--- src/rtl/fft16_bin_streamer_if.sv ---
// Frame-in / bin-out bus of the FFT bin streamer: 16 parallel complex bins with
// valid/ready, and a one-bin-per-cycle valid/ready stream with index, last flag and frame count.
interface fft16_bin_streamer_if #(parameter int W = 16);
    logic signed [W-1:0] y0_re, y1_re, y2_re, y3_re, y4_re, y5_re, y6_re, y7_re;
    logic signed [W-1:0] y8_re, y9_re, y10_re, y11_re, y12_re, y13_re, y14_re, y15_re;
    logic signed [W-1:0] y0_im, y1_im, y2_im, y3_im, y4_im, y5_im, y6_im, y7_im;
    logic signed [W-1:0] y8_im, y9_im, y10_im, y11_im, y12_im, y13_im, y14_im, y15_im;
    logic                in_valid;
    logic                in_ready;
    logic                m_valid;
    logic                m_ready;
    logic signed [W-1:0] m_re;
    logic signed [W-1:0] m_im;
    logic [3:0]          m_idx;
    logic                m_last;
    logic [15:0]         frame_cnt;

    modport slave (
        input  y0_re, y1_re, y2_re, y3_re, y4_re, y5_re, y6_re, y7_re,
               y8_re, y9_re, y10_re, y11_re, y12_re, y13_re, y14_re, y15_re,
               y0_im, y1_im, y2_im, y3_im, y4_im, y5_im, y6_im, y7_im,
               y8_im, y9_im, y10_im, y11_im, y12_im, y13_im, y14_im, y15_im,
               in_valid, m_ready,
        output in_ready, m_valid, m_re, m_im, m_idx, m_last, frame_cnt
    );

    modport master (
        output y0_re, y1_re, y2_re, y3_re, y4_re, y5_re, y6_re, y7_re,
               y8_re, y9_re, y10_re, y11_re, y12_re, y13_re, y14_re, y15_re,
               y0_im, y1_im, y2_im, y3_im, y4_im, y5_im, y6_im, y7_im,
               y8_im, y9_im, y10_im, y11_im, y12_im, y13_im, y14_im, y15_im,
               in_valid, m_ready,
        input  in_ready, m_valid, m_re, m_im, m_idx, m_last, frame_cnt
    );
endinterface

--- src/rtl/fft16_bin_streamer.sv ---
// Captures a 16-bin complex frame and streams it one bin per cycle (first bin the cycle after capture);
// m_ready low stalls with outputs held, and the next frame is captured on the last beat for zero-bubble frames.
module fft16_bin_streamer #(
    parameter int W      = 16,
    parameter bit BITREV = 1'b0
) (
    input  logic               clk,
    input  logic               rst_n,
    fft16_bin_streamer_if.slave bus
);
    typedef enum logic {IDLE, STREAM} state_t;

    state_t              state, state_nxt;
    logic [3:0]          p, p_nxt;
    logic [3:0]          idx;
    logic [15:0]         frame_cnt_r;
    logic                capture, last_xfer, in_ready_c, streaming;
    logic signed [W-1:0] in_re [16];
    logic signed [W-1:0] in_im [16];
    logic signed [W-1:0] fr_re [16];
    logic signed [W-1:0] fr_im [16];

    assign in_re[0]  = bus.y0_re;  assign in_re[1]  = bus.y1_re;  assign in_re[2]  = bus.y2_re;  assign in_re[3]  = bus.y3_re;
    assign in_re[4]  = bus.y4_re;  assign in_re[5]  = bus.y5_re;  assign in_re[6]  = bus.y6_re;  assign in_re[7]  = bus.y7_re;
    assign in_re[8]  = bus.y8_re;  assign in_re[9]  = bus.y9_re;  assign in_re[10] = bus.y10_re; assign in_re[11] = bus.y11_re;
    assign in_re[12] = bus.y12_re; assign in_re[13] = bus.y13_re; assign in_re[14] = bus.y14_re; assign in_re[15] = bus.y15_re;
    assign in_im[0]  = bus.y0_im;  assign in_im[1]  = bus.y1_im;  assign in_im[2]  = bus.y2_im;  assign in_im[3]  = bus.y3_im;
    assign in_im[4]  = bus.y4_im;  assign in_im[5]  = bus.y5_im;  assign in_im[6]  = bus.y6_im;  assign in_im[7]  = bus.y7_im;
    assign in_im[8]  = bus.y8_im;  assign in_im[9]  = bus.y9_im;  assign in_im[10] = bus.y10_im; assign in_im[11] = bus.y11_im;
    assign in_im[12] = bus.y12_im; assign in_im[13] = bus.y13_im; assign in_im[14] = bus.y14_im; assign in_im[15] = bus.y15_im;

    always_comb begin
        state_nxt  = state;
        p_nxt      = p;
        capture    = 1'b0;
        last_xfer  = 1'b0;
        in_ready_c = 1'b0;
        case (state)
            IDLE: begin
                in_ready_c = 1'b1;
                if (bus.in_valid) begin
                    capture   = 1'b1;
                    p_nxt     = 4'd0;
                    state_nxt = STREAM;
                end
            end
            STREAM: begin
                in_ready_c = (p == 4'd15) && bus.m_ready;
                if (bus.m_ready) begin
                    p_nxt = p + 4'd1;
                    if (p == 4'd15) begin
                        last_xfer = 1'b1;
                        // Refill on the final beat keeps the stream gap-free across frames.
                        if (bus.in_valid) begin
                            capture = 1'b1;
                            p_nxt   = 4'd0;
                        end else begin
                            state_nxt = IDLE;
                        end
                    end
                end
            end
            default: state_nxt = IDLE;
        endcase
    end

    always_ff @(posedge clk or negedge rst_n) begin
        if (!rst_n) begin
            state       <= IDLE;
            p           <= 4'd0;
            frame_cnt_r <= 16'd0;
        end else begin
            state <= state_nxt;
            p     <= p_nxt;
            if (last_xfer) frame_cnt_r <= frame_cnt_r + 16'd1;
        end
    end

    always_ff @(posedge clk) begin
        if (capture) begin
            fr_re <= in_re;
            fr_im <= in_im;
        end
    end

    // Frame contents are don't-care after reset, so outputs are gated to zero outside STREAM.
    assign streaming     = (state == STREAM);
    assign idx           = BITREV ? {p[0], p[1], p[2], p[3]} : p;
    assign bus.m_valid   = streaming;
    assign bus.m_idx     = streaming ? idx : 4'd0;
    assign bus.m_re      = streaming ? fr_re[idx] : '0;
    assign bus.m_im      = streaming ? fr_im[idx] : '0;
    assign bus.m_last    = streaming && (p == 4'd15);
    assign bus.in_ready  = in_ready_c;
    assign bus.frame_cnt = frame_cnt_r;
endmodule

--- src/flat_wrapper.sv ---
// flat-port wrapper written by rule: the top's interface ports become plain ports
module fft16_bin_streamer_flat 
#(
    parameter int W      = 16,
    parameter bit BITREV = 1'b0
)
  (clk, rst_n, bus_y0_re, bus_y1_re, bus_y2_re, bus_y3_re, bus_y4_re, bus_y5_re, bus_y6_re, bus_y7_re, bus_y8_re, bus_y9_re, bus_y10_re, bus_y11_re, bus_y12_re, bus_y13_re, bus_y14_re, bus_y15_re, bus_y0_im, bus_y1_im, bus_y2_im, bus_y3_im, bus_y4_im, bus_y5_im, bus_y6_im, bus_y7_im, bus_y8_im, bus_y9_im, bus_y10_im, bus_y11_im, bus_y12_im, bus_y13_im, bus_y14_im, bus_y15_im, bus_in_valid, bus_m_ready, bus_in_ready, bus_m_valid, bus_m_re, bus_m_im, bus_m_idx, bus_m_last, bus_frame_cnt);
  fft16_bin_streamer_if #(.W(W)) bus_i ();
  input  logic clk;
  input  logic rst_n;
  input wire logic [$bits(bus_i.y0_re)-1:0] bus_y0_re;
  input wire logic [$bits(bus_i.y1_re)-1:0] bus_y1_re;
  input wire logic [$bits(bus_i.y2_re)-1:0] bus_y2_re;
  input wire logic [$bits(bus_i.y3_re)-1:0] bus_y3_re;
  input wire logic [$bits(bus_i.y4_re)-1:0] bus_y4_re;
  input wire logic [$bits(bus_i.y5_re)-1:0] bus_y5_re;
  input wire logic [$bits(bus_i.y6_re)-1:0] bus_y6_re;
  input wire logic [$bits(bus_i.y7_re)-1:0] bus_y7_re;
  input wire logic [$bits(bus_i.y8_re)-1:0] bus_y8_re;
  input wire logic [$bits(bus_i.y9_re)-1:0] bus_y9_re;
  input wire logic [$bits(bus_i.y10_re)-1:0] bus_y10_re;
  input wire logic [$bits(bus_i.y11_re)-1:0] bus_y11_re;
  input wire logic [$bits(bus_i.y12_re)-1:0] bus_y12_re;
  input wire logic [$bits(bus_i.y13_re)-1:0] bus_y13_re;
  input wire logic [$bits(bus_i.y14_re)-1:0] bus_y14_re;
  input wire logic [$bits(bus_i.y15_re)-1:0] bus_y15_re;
  input wire logic [$bits(bus_i.y0_im)-1:0] bus_y0_im;
  input wire logic [$bits(bus_i.y1_im)-1:0] bus_y1_im;
  input wire logic [$bits(bus_i.y2_im)-1:0] bus_y2_im;
  input wire logic [$bits(bus_i.y3_im)-1:0] bus_y3_im;
  input wire logic [$bits(bus_i.y4_im)-1:0] bus_y4_im;
  input wire logic [$bits(bus_i.y5_im)-1:0] bus_y5_im;
  input wire logic [$bits(bus_i.y6_im)-1:0] bus_y6_im;
  input wire logic [$bits(bus_i.y7_im)-1:0] bus_y7_im;
  input wire logic [$bits(bus_i.y8_im)-1:0] bus_y8_im;
  input wire logic [$bits(bus_i.y9_im)-1:0] bus_y9_im;
  input wire logic [$bits(bus_i.y10_im)-1:0] bus_y10_im;
  input wire logic [$bits(bus_i.y11_im)-1:0] bus_y11_im;
  input wire logic [$bits(bus_i.y12_im)-1:0] bus_y12_im;
  input wire logic [$bits(bus_i.y13_im)-1:0] bus_y13_im;
  input wire logic [$bits(bus_i.y14_im)-1:0] bus_y14_im;
  input wire logic [$bits(bus_i.y15_im)-1:0] bus_y15_im;
  input wire logic [$bits(bus_i.in_valid)-1:0] bus_in_valid;
  input wire logic [$bits(bus_i.m_ready)-1:0] bus_m_ready;
  output wire logic [$bits(bus_i.in_ready)-1:0] bus_in_ready;
  output wire logic [$bits(bus_i.m_valid)-1:0] bus_m_valid;
  output wire logic [$bits(bus_i.m_re)-1:0] bus_m_re;
  output wire logic [$bits(bus_i.m_im)-1:0] bus_m_im;
  output wire logic [$bits(bus_i.m_idx)-1:0] bus_m_idx;
  output wire logic [$bits(bus_i.m_last)-1:0] bus_m_last;
  output wire logic [$bits(bus_i.frame_cnt)-1:0] bus_frame_cnt;
  assign bus_i.y0_re = bus_y0_re;
  assign bus_i.y1_re = bus_y1_re;
  assign bus_i.y2_re = bus_y2_re;
  assign bus_i.y3_re = bus_y3_re;
  assign bus_i.y4_re = bus_y4_re;
  assign bus_i.y5_re = bus_y5_re;
  assign bus_i.y6_re = bus_y6_re;
  assign bus_i.y7_re = bus_y7_re;
  assign bus_i.y8_re = bus_y8_re;
  assign bus_i.y9_re = bus_y9_re;
  assign bus_i.y10_re = bus_y10_re;
  assign bus_i.y11_re = bus_y11_re;
  assign bus_i.y12_re = bus_y12_re;
  assign bus_i.y13_re = bus_y13_re;
  assign bus_i.y14_re = bus_y14_re;
  assign bus_i.y15_re = bus_y15_re;
  assign bus_i.y0_im = bus_y0_im;
  assign bus_i.y1_im = bus_y1_im;
  assign bus_i.y2_im = bus_y2_im;
  assign bus_i.y3_im = bus_y3_im;
  assign bus_i.y4_im = bus_y4_im;
  assign bus_i.y5_im = bus_y5_im;
  assign bus_i.y6_im = bus_y6_im;
  assign bus_i.y7_im = bus_y7_im;
  assign bus_i.y8_im = bus_y8_im;
  assign bus_i.y9_im = bus_y9_im;
  assign bus_i.y10_im = bus_y10_im;
  assign bus_i.y11_im = bus_y11_im;
  assign bus_i.y12_im = bus_y12_im;
  assign bus_i.y13_im = bus_y13_im;
  assign bus_i.y14_im = bus_y14_im;
  assign bus_i.y15_im = bus_y15_im;
  assign bus_i.in_valid = bus_in_valid;
  assign bus_i.m_ready = bus_m_ready;
  assign bus_in_ready = bus_i.in_ready;
  assign bus_m_valid = bus_i.m_valid;
  assign bus_m_re = bus_i.m_re;
  assign bus_m_im = bus_i.m_im;
  assign bus_m_idx = bus_i.m_idx;
  assign bus_m_last = bus_i.m_last;
  assign bus_frame_cnt = bus_i.frame_cnt;
  fft16_bin_streamer #(.W(W), .BITREV(BITREV)) u_core (.clk(clk), .rst_n(rst_n), .bus(bus_i));
endmodule
--- config.mk ---
export PLATFORM = sky130hd
export DESIGN_NAME = fft16_bin_streamer_flat
export DESIGN_NICKNAME = d
export VERILOG_FILES = /design/src/rtl/fft16_bin_streamer_if.sv /design/src/rtl/fft16_bin_streamer.sv /design/src/flat_wrapper.sv
export SDC_FILE = /design/constraint.sdc
export NUM_CORES = 1
export LEC_CHECK = 0
export CORE_AREA = 2 2 224 226
export DETAILED_ROUTE_END_ITERATION = 16
export DIE_AREA = 0 0 226 228
export PLACE_DENSITY_LB_ADDON = 0.3
export RECOVER_POWER = 25
export SKIP_CTS_REPAIR_TIMING = 1
export SYNTH_ARGS = -nofsm -noshare
export SYNTH_HDL_FRONTEND = slang
export SYNTH_SLANG_ARGS = --single-unit
export TNS_END_PERCENT = 5
--- constraint.sdc ---
create_clock -name clk -period 19.1 [get_ports clk]
set_clock_uncertainty 0.15 [all_clocks]
set_input_delay 5.73 -clock clk [delete_from_list [all_inputs] [get_ports clk]]
set_output_delay 5.73 -clock clk [all_outputs]
set_load 0.005 [all_outputs]
### Yosys cells after proc, flatten, opt, wreduce, memory -nomap -nowiden

Cells that the tools add are included.

* add/sub/neg operators: 2
* order comparisons: 1
* equal/unequal tests: 3
* multiplexer cells: 25
* bitwise logic cells: 2
* reduce and logical (&&, ||, !) cells: 3

Operators with widths (count)
* binary-select mux 16 bit (select 4 bit): 2
* two-way mux 16 bit: 6
* two-way mux 4 bit: 5
* adder 16 x 1 -> 16 bit (second input constant): 1
* two-way mux 1 bit: 8
* case mux 4 bit (2 select lines): 1
* case mux 1 bit (2 select lines): 3
* greater-or-equal comparator 5 bit (second input constant): 1
* NOT 4 -> 5 bit: 1
* adder 4 x 1 -> 4 bit (second input constant): 1
* == test 4 bit (second input constant): 1
* != test 2 bit (second input constant): 2
* logical AND 1 bit: 2
* AND reduction 2 bit: 1
* NOT 1 bit: 1

* register bits after elaboration: 533
* input port bits: 516
* output and inout port bits: 55

### Logic depth before layout (Yosys ltp)

Gate-level depths: netlist (run 1).

* depth in word-level cells: 5
* gate-level depth with buffers: 8
* mapped depth without buffers: 5

### Least setup slack after synthesis (run 1)

OpenSTA, ideal clock, no wires.

* path kind: in2reg
* start point: input bus_m_ready
* end point: register u_core.fr_im[0] (netlist bit), enable pin
* data arrival time: 17.452 ns
* data required time: 18.006 ns
* setup slack: 0.554 ns
* stages on the path: 3
* path buffers: 0
* path through: nand2_1 -> nand2_1 -> and2_1

* cells in the longest elaborated chain, start to end: 2

RTL lines
* start: declaration: RTL line flat_wrapper.sv:44 `input wire logic [$bits(bus_i.m_ready)-1:0] bus_m_ready;`
* two-way mux 1 bit: RTL line fft16_bin_streamer.sv:49 `if (bus.m_ready) begin`
* case mux 1 bit (2 select lines): RTL line fft16_bin_streamer.sv:38 `case (state)`
* net u_core.capture: RTL line fft16_bin_streamer.sv:17 `logic capture, last_xfer, in_ready_c, streaming;`
* end signal: assignment: RTL line fft16_bin_streamer.sv:82 `fr_im <= in_im;`
* end: declaration: RTL line fft16_bin_streamer.sv:21 `logic signed [W-1:0] fr_im [16];`

The timed path passes the listed nets, and every way through them passes these cells.
A chain may end at the register's enable or synchronous reset.

### Worst setup path after layout (run 1)

* start point: input bus_m_ready
* end point: output bus_in_ready

* cells in the longest elaborated chain, start to end: 2

RTL lines
* logical AND 1 bit: RTL line fft16_bin_streamer.sv:48 `in_ready_c = (p == 4'd15) && bus.m_ready;`
* case mux 1 bit (2 select lines): RTL line fft16_bin_streamer.sv:38
* end: declaration: RTL line flat_wrapper.sv:45 `output wire logic [$bits(bus_i.in_ready)-1:0] bus_in_ready;`

Every way passes these cells.

==> impl_metrics.ini, run 1 <==
[run_status]
status = finished clean

[worst_setup_path]
cp-start-kind = primary input
crit_buf_inv = 2
end_kind = output pin
path_max_fanout = 8
path_class = in -> out
crit_family = buffers and inverters
r2r_cells = 8
cp-startpoint = bus_m_ready
r2r_end = u_core.fr_re[134]$_DFFE_PP_
timing.rr.start = u_core.idx[2]$_DFFE_PN0P_
cp_slowest_cell = clkdlybuf4s50_1
required_ps = 13220
crit_path_max_incr_delay_ps = 660
arrival_ps = 7200
r2r_setup_slack_ps = 12800
crit_chain = clkdlybuf4s50_1, nand2_1, nand2_1, clkdlybuf4s50_1

[synthesis]
synth_cell_type_count = 41
ys_seq_area_share_pct = 76.90
synth_cells = 1063
syn_area_um2 = 20680
syn_nets = 1581
yosysTopAreaCell = edfxtp_1
synth.avg_cell_area_um2 = 19.45
synth_top_area_share_pct = 74.36
ys_seq_elements = 533
ys.warnings.count = 0
synthTopCellsByArea = edfxtp_1 (74%), mux2i_1 (6.8%), mux4_2 (6.3%)

[placed_design]
place_hpwl_um = 40130
postPlaceCellArea_um2 = 26970
io_buffers = 570
dp_slack_ps = 6010
gp_congestion = 0.8275

[layout]
syn_to_final_growth_pct = 39.48
final_cell_area_um2 = 28840
drive_gt1_share_pct = 10.46
final_nets = 2165
fillers = 3705

[pwr]
combPwrFrac_pct = 29.1
powerDensity_nw_per_um2 = 123.4
switchingPower_mw = 1.045
sw_frac_of_total_pct = 29.36
cellLeakagePower_nw = 9.913
p_int_mw = 2.513
max-vdd-ir-drop_v = 0.0001022
p_seq_share_pct = 41.0
total_power_mw = 3.558
pwr-share-clk_pct = 29.9

[route]
drt_first_pass_iters = 5
wl_per_cell_um = 24.18
vias = 12240
avgViaCountPerCell = 5.112
postRouteAntennaNets = 0
first_iter_violations = 958
drt-total-wl_um = 57880
drc_errors = 0

[global_routing]
grt_pass1_vias = 12780
grt.busiest_layer = met2
overflow = 0
grt_max_degree = 113
met3_usage_pct = 8.900
gr-usage-met2_pct = 37.39
grt_pass1_wl_um = 81460
met1_usage_pct = 24.62
antenna_found_initial = 48
grt_util_all_layers_pct = 21.89

[sta]
period_needed_ps = 13080
slew_headroom_pct = 20.33
hold_viol = 0
setup_viol = 0
rsz0062_at_grt = no
fmax_ghz = 0.07645
drv_slew = 0
tns_ps = 0
setup_slack_ps = 6020
worst_slew_pin_slew_ps = 1195
period_share_pct = 68.48
holdWs_ps = 342.3

[floorplanning]
core_area_um2 = 49350
die_h_um = 228
die_w_um = 226
start_util_pct = 41.90
io_pins = 571
fp-row-count = 82
die_area_um2 = 51530

[clock_network]
cts_tree = yes
cts-root-buf = clkbuf_16
worstSkewPairLatency_ps = 590
htreeDepth = 2
clk_pin_slew_worst_paths_ps = 60
cts-buffers-inserted = 55
cts_buffer_depth = 3
clock-sinks = 533

[min_path]
worstHoldPathCells = 1
worstHoldEndpoint = u_core.bus.frame_cnt[15]$_DFFE_PN0P_
min_from = u_core.bus.frame_cnt[15]$_DFFE_PN0P_
hp-class = reg -> reg

[run]
drv_cap = 0
-- cell usage in the layout, fill, tap and decap left out, types with 2 or more instances in the layout --
| cell type | instances |
|---|---|
| clkinv_2 | 14 |
| dfrtp_1 | 18 |
| clkinv_1 | 11 |
| dlygate4sd3_1 | 280 |
| and3_1 | 3 |
| clkbuf_1 | 7 |
| nand3_1 | 8 |
| xor2_1 | 4 |
| a22oi_1 | 40 |
| mux4_2 | 58 |
| mux2i_1 | 140 |
| diode_2 | 30 |
| nand2_1 | 48 |
| nand4_1 | 5 |
| and2_1 | 4 |
| clkbuf_16 | 56 |
| bufinv_16 | 6 |
| o21ai_0 | 12 |
| a221oi_2 | 4 |
| xnor2_1 | 12 |
| o21ai_1 | 49 |
| edfxtp_1 | 512 |
| dfrtp_4 | 2 |
| a221oi_1 | 27 |
| nand2b_1 | 2 |
| clkdlybuf4s50_1 | 290 |
| nor2_1 | 30 |
| and2_2 | 2 |
| buf_4 | 15 |
| clkinvlp_4 | 4 |
| inv_1 | 3 |
| ha_1 | 2 |
-- cell usage after synthesis (all sizes together) --
cell	count
a22oi	40
mux2	1
nor2b	2
dfrtp	21
nor3b	1
nand3	8
mux4	58
inv	4
a211oi	1
o21ai	61
mux2i	140
nor3	3
buf	41
a221oi	31
o31ai	1
o311ai	1
ha	2
a21o	1
and2	7
xnor2	12
nand2b	3
and3	3
nand2	48
nor2	31
a31o	1
a21oi	1
edfxtp	512
clkbuf	18
xor2	4
nand4	6
-- flip-flops by register name (all words and copies together) (netlist names) --
signal                flops
u_core.fr_im            256
u_core.fr_re            256
u_core.bus.m_valid        1
u_core.bus.frame_cnt     16
u_core.idx                4
-- kinds of logic (layout without fill, tap and decap cells) --
logic type / count (synthesis) / in the layout / synth area share (%)
flip-flops: 533 / 533 / 76.90
multiplexers: 199 / 199 / 13.15
AO/OA/AOI/OAI: 138 / 138 / 4.581
AND/OR/NAND/NOR: 112 / 112 / 2.493
buffers and inverters: 63 / 692 / 2.076
XOR/XNOR: 16 / 16 / 0.6777
adder cells (fa/ha/maj): 2 / 2 / 0.1210
other: 0 / 30 / 0
-- worst max path at each step --
stage / cells after the start / end
after global routing: 4 / bus_in_ready
final: 4 / bus_in_ready
after global placement: 4 / bus_in_ready
after floorplan: 3 / u_core.fr_im[0]$_DFFE_PP_
after detailed placement: 4 / bus_in_ready
after CTS: 4 / bus_in_ready
-- through the flow --
stage | cells | utilization [%]
floorplan | 1063 | -
global placement | 2262 | 54.65
detailed placement | 2262 | 54.65
CTS | 2364 | 58.29
global route | 2390 | 58.42
finish | 2394 | 58.44
-- routing by layer --
metal	routed length, µm	part of all wire (%)	vias up
li1	-	-	5514
met3	5654	9.8	134
met4	1729	3.0	38
met5	236	0.41	-
met1	21090	36	6044
met2	29160	50	509
-- cell type report --
cell class	count	area (µm²)	area share (%)
flip-flops and latches	533	15910	55.17
repair buffers	586	5838	20.24
multi-input cells	467	4367	15.14
clock buffers	63	1428	4.950
well taps	672	840.8	2.916
clock inverters	39	366.6	1.271
diodes	30	75.07	0.2603
inverters	4	15.01	0.05206
-- power groups by stage --
stage / clock [mW] / combinational, mW / sequential (mW)
global placement: 0 / 1.05 / 1.48
CTS: 1.08 / 1.06 / 1.46
detailed placement: 0 / 1.06 / 1.49
floorplan: 0 / 0.626 / 1.50
global route: 1.13 / 1.10 / 1.47
finish: 1.06 / 1.03 / 1.46
-- worst reg2reg max path, stage by stage, from the launching register on --
cell and delay (ps):
dfrtp_4 680, buf_4 680, and3_1 450, nand2_1 70
nand2_1 130, and2_4 860, buf_4 1040, buf_4 810
buf_4 940
(Power assumes the default switching activity.)
==> inputs of run 2 (changes only) <==
clock period = 13.67 ns   (was 19.1 ns; I/O delays follow)
==> run 2 against run 1 <==
Critical path depth unchanged. Die area stayed put. Final cell count fell by 0.42%. Global-route usage about the same. Critical endpoint unchanged. Largest cell class unchanged. Highest routed layer unchanged.
==> impl_metrics.ini, run 2 (synthesized netlist as in run 1, its figures left out) <==
[route]
wl_per_cell_um = 24.05
drt_first_pass_iters = 4
postRouteAntennaNets = 0
drc_errors = 0
drt-total-wl_um = 57330
first_iter_violations = 899
vias = 12060
avgViaCountPerCell = 5.059

[layout]
final_cell_mix = edfxtp_1 (512), clkdlybuf4s50_1 (290), dlygate4sd3_1 (280)
fillers = 3755
drive_gt1_share_pct = 9.834
layout_commonest_cell = edfxtp_1
post-route-util_pct = 58.21
syn_to_final_growth_pct = 38.94
final_nets = 2162

[global_routing]
grt_pass1_vias = 12750
grt_pass1_wl_um = 81030
grt_max_degree = 190
antenna_found_initial = 41
grt_util_all_layers_pct = 21.89
overflow = 0

[floorplanning]
die_w_um = 226
fp-row-count = 82
die_h_um = 228
start_util_pct = 41.90
core_area_um2 = 49350
die_area_um2 = 51530
io_pins = 571

[sta]
worst_slew_pin_slew_ps = 1308
setup_viol = 0
period_share_pct = 71.57
hold_viol = 0
fmax_ghz = 0.1022
holdWs_ps = 324.9
slew_headroom_pct = 12.79
rsz0062_at_grt = no
period_needed_ps = 9784
drv_slew = 0
tns_ps = 0

[clock_network]
htreeDepth = 2
cts-root-buf = clkbuf_16
cts_buffer_depth = 3
worstSkewPairLatency_ps = 590
clock-sinks = 533
clk_pin_slew_worst_paths_ps = 60
cts-buffers-inserted = 55
cts_tree = yes

[placed_design]
gp_congestion = 0.8048
io_buffers = 570
place_hpwl_um = 40040

[worst_setup_path]
path_class = in -> out
cp-start-kind = primary input
crit_chain = clkdlybuf4s50_1, nand2_1, nand2_1, clkdlybuf4s50_1
arrival_ps = 5530
end_kind = output pin
required_ps = 9420
path_max_fanout = 8
crit_path_max_incr_delay_ps = 690
cp_slowest_cell = clkdlybuf4s50_1

[pwr]
max-vdd-ir-drop_v = 0.0001503
cellLeakagePower_nw = 9.862
powerDensity_nw_per_um2 = 170.3

[min_path]
hp-class = reg -> reg

[run_status]
status = finished clean

[run]
drv_cap = 0
run 2: final timing paths:
check,from,to,slack [ps],cells after the start
max reg2reg,u_core.idx[2]$_DFFE_PN0P_,u_core.fr_im[94]$_DFFE_PP_,8810,7
max in group asynchronous,rst_n,u_core.idx[2]$_DFFE_PN0P_,8750,1
min,u_core.bus.frame_cnt[15]$_DFFE_PN0P_,u_core.bus.frame_cnt[15]$_DFFE_PN0P_,320,1
min in group asynchronous,rst_n,u_core.idx[0]$_DFFE_PN0P_,3910,1
max,bus_m_ready,bus_in_ready,3890,4
min reg2reg,u_core.bus.frame_cnt[15]$_DFFE_PN0P_,u_core.bus.frame_cnt[15]$_DFFE_PN0P_,320,1
run 2: worst max-delay path: cells and delay by family:
| kind | cells | cell delay [ps] |
|---|---|---|
| and+or+nand+nor | 2 | 220 |
| buffers and inverters | 2 | 1220 |
run 2: stage by stage:
step	area, µm²	instances	setup WS, ps	power (mW)
after global routing	28720	2381	3822	5.103
after floorplan	20680	1063	2557	2.920
final	28730	2384	3886	4.893
after global placement	26970	2259	3901	3.530
after detailed placement	26970	2259	3903	3.552
after CTS	28670	2360	3899	4.975
run 2: cell type report:
cell class	instances	area [µm²]	area share (%)
Clock buffer	67	1464	5.096
Multi-Input combinational cell	467	4367	15.20
Tap cell	672	840.8	2.927
Clock inverter	34	231.5	0.8057
Sequential cell	533	15910	55.38
Inverter	4	15.01	0.05226
Antenna cell	24	60.06	0.2091
Timing Repair Buffer	583	5841	20.33
run 2: power by group:
| group | internal, mW | total [mW] | switching [mW] |
|---|---|---|---|
| clock network | 0.812 | 1.42 | 0.604 |
| registers | 1.95 | 2.05 | 0.106 |
| logic | 0.701 | 1.42 | 0.721 |
| total | 3.46 | 4.89 | 1.43 |
run 2: layer usage:
layer	wire (µm)	share of wire, %	global-route usage (%)	vias up
li1	-	-	-	5501
met1	21080	37	25.04	5884
met2	28940	50	37.45	512
met3	5357	9.3	7.779	129
met4	1745	3.0	8.485	34
met5	218	0.38	0	-
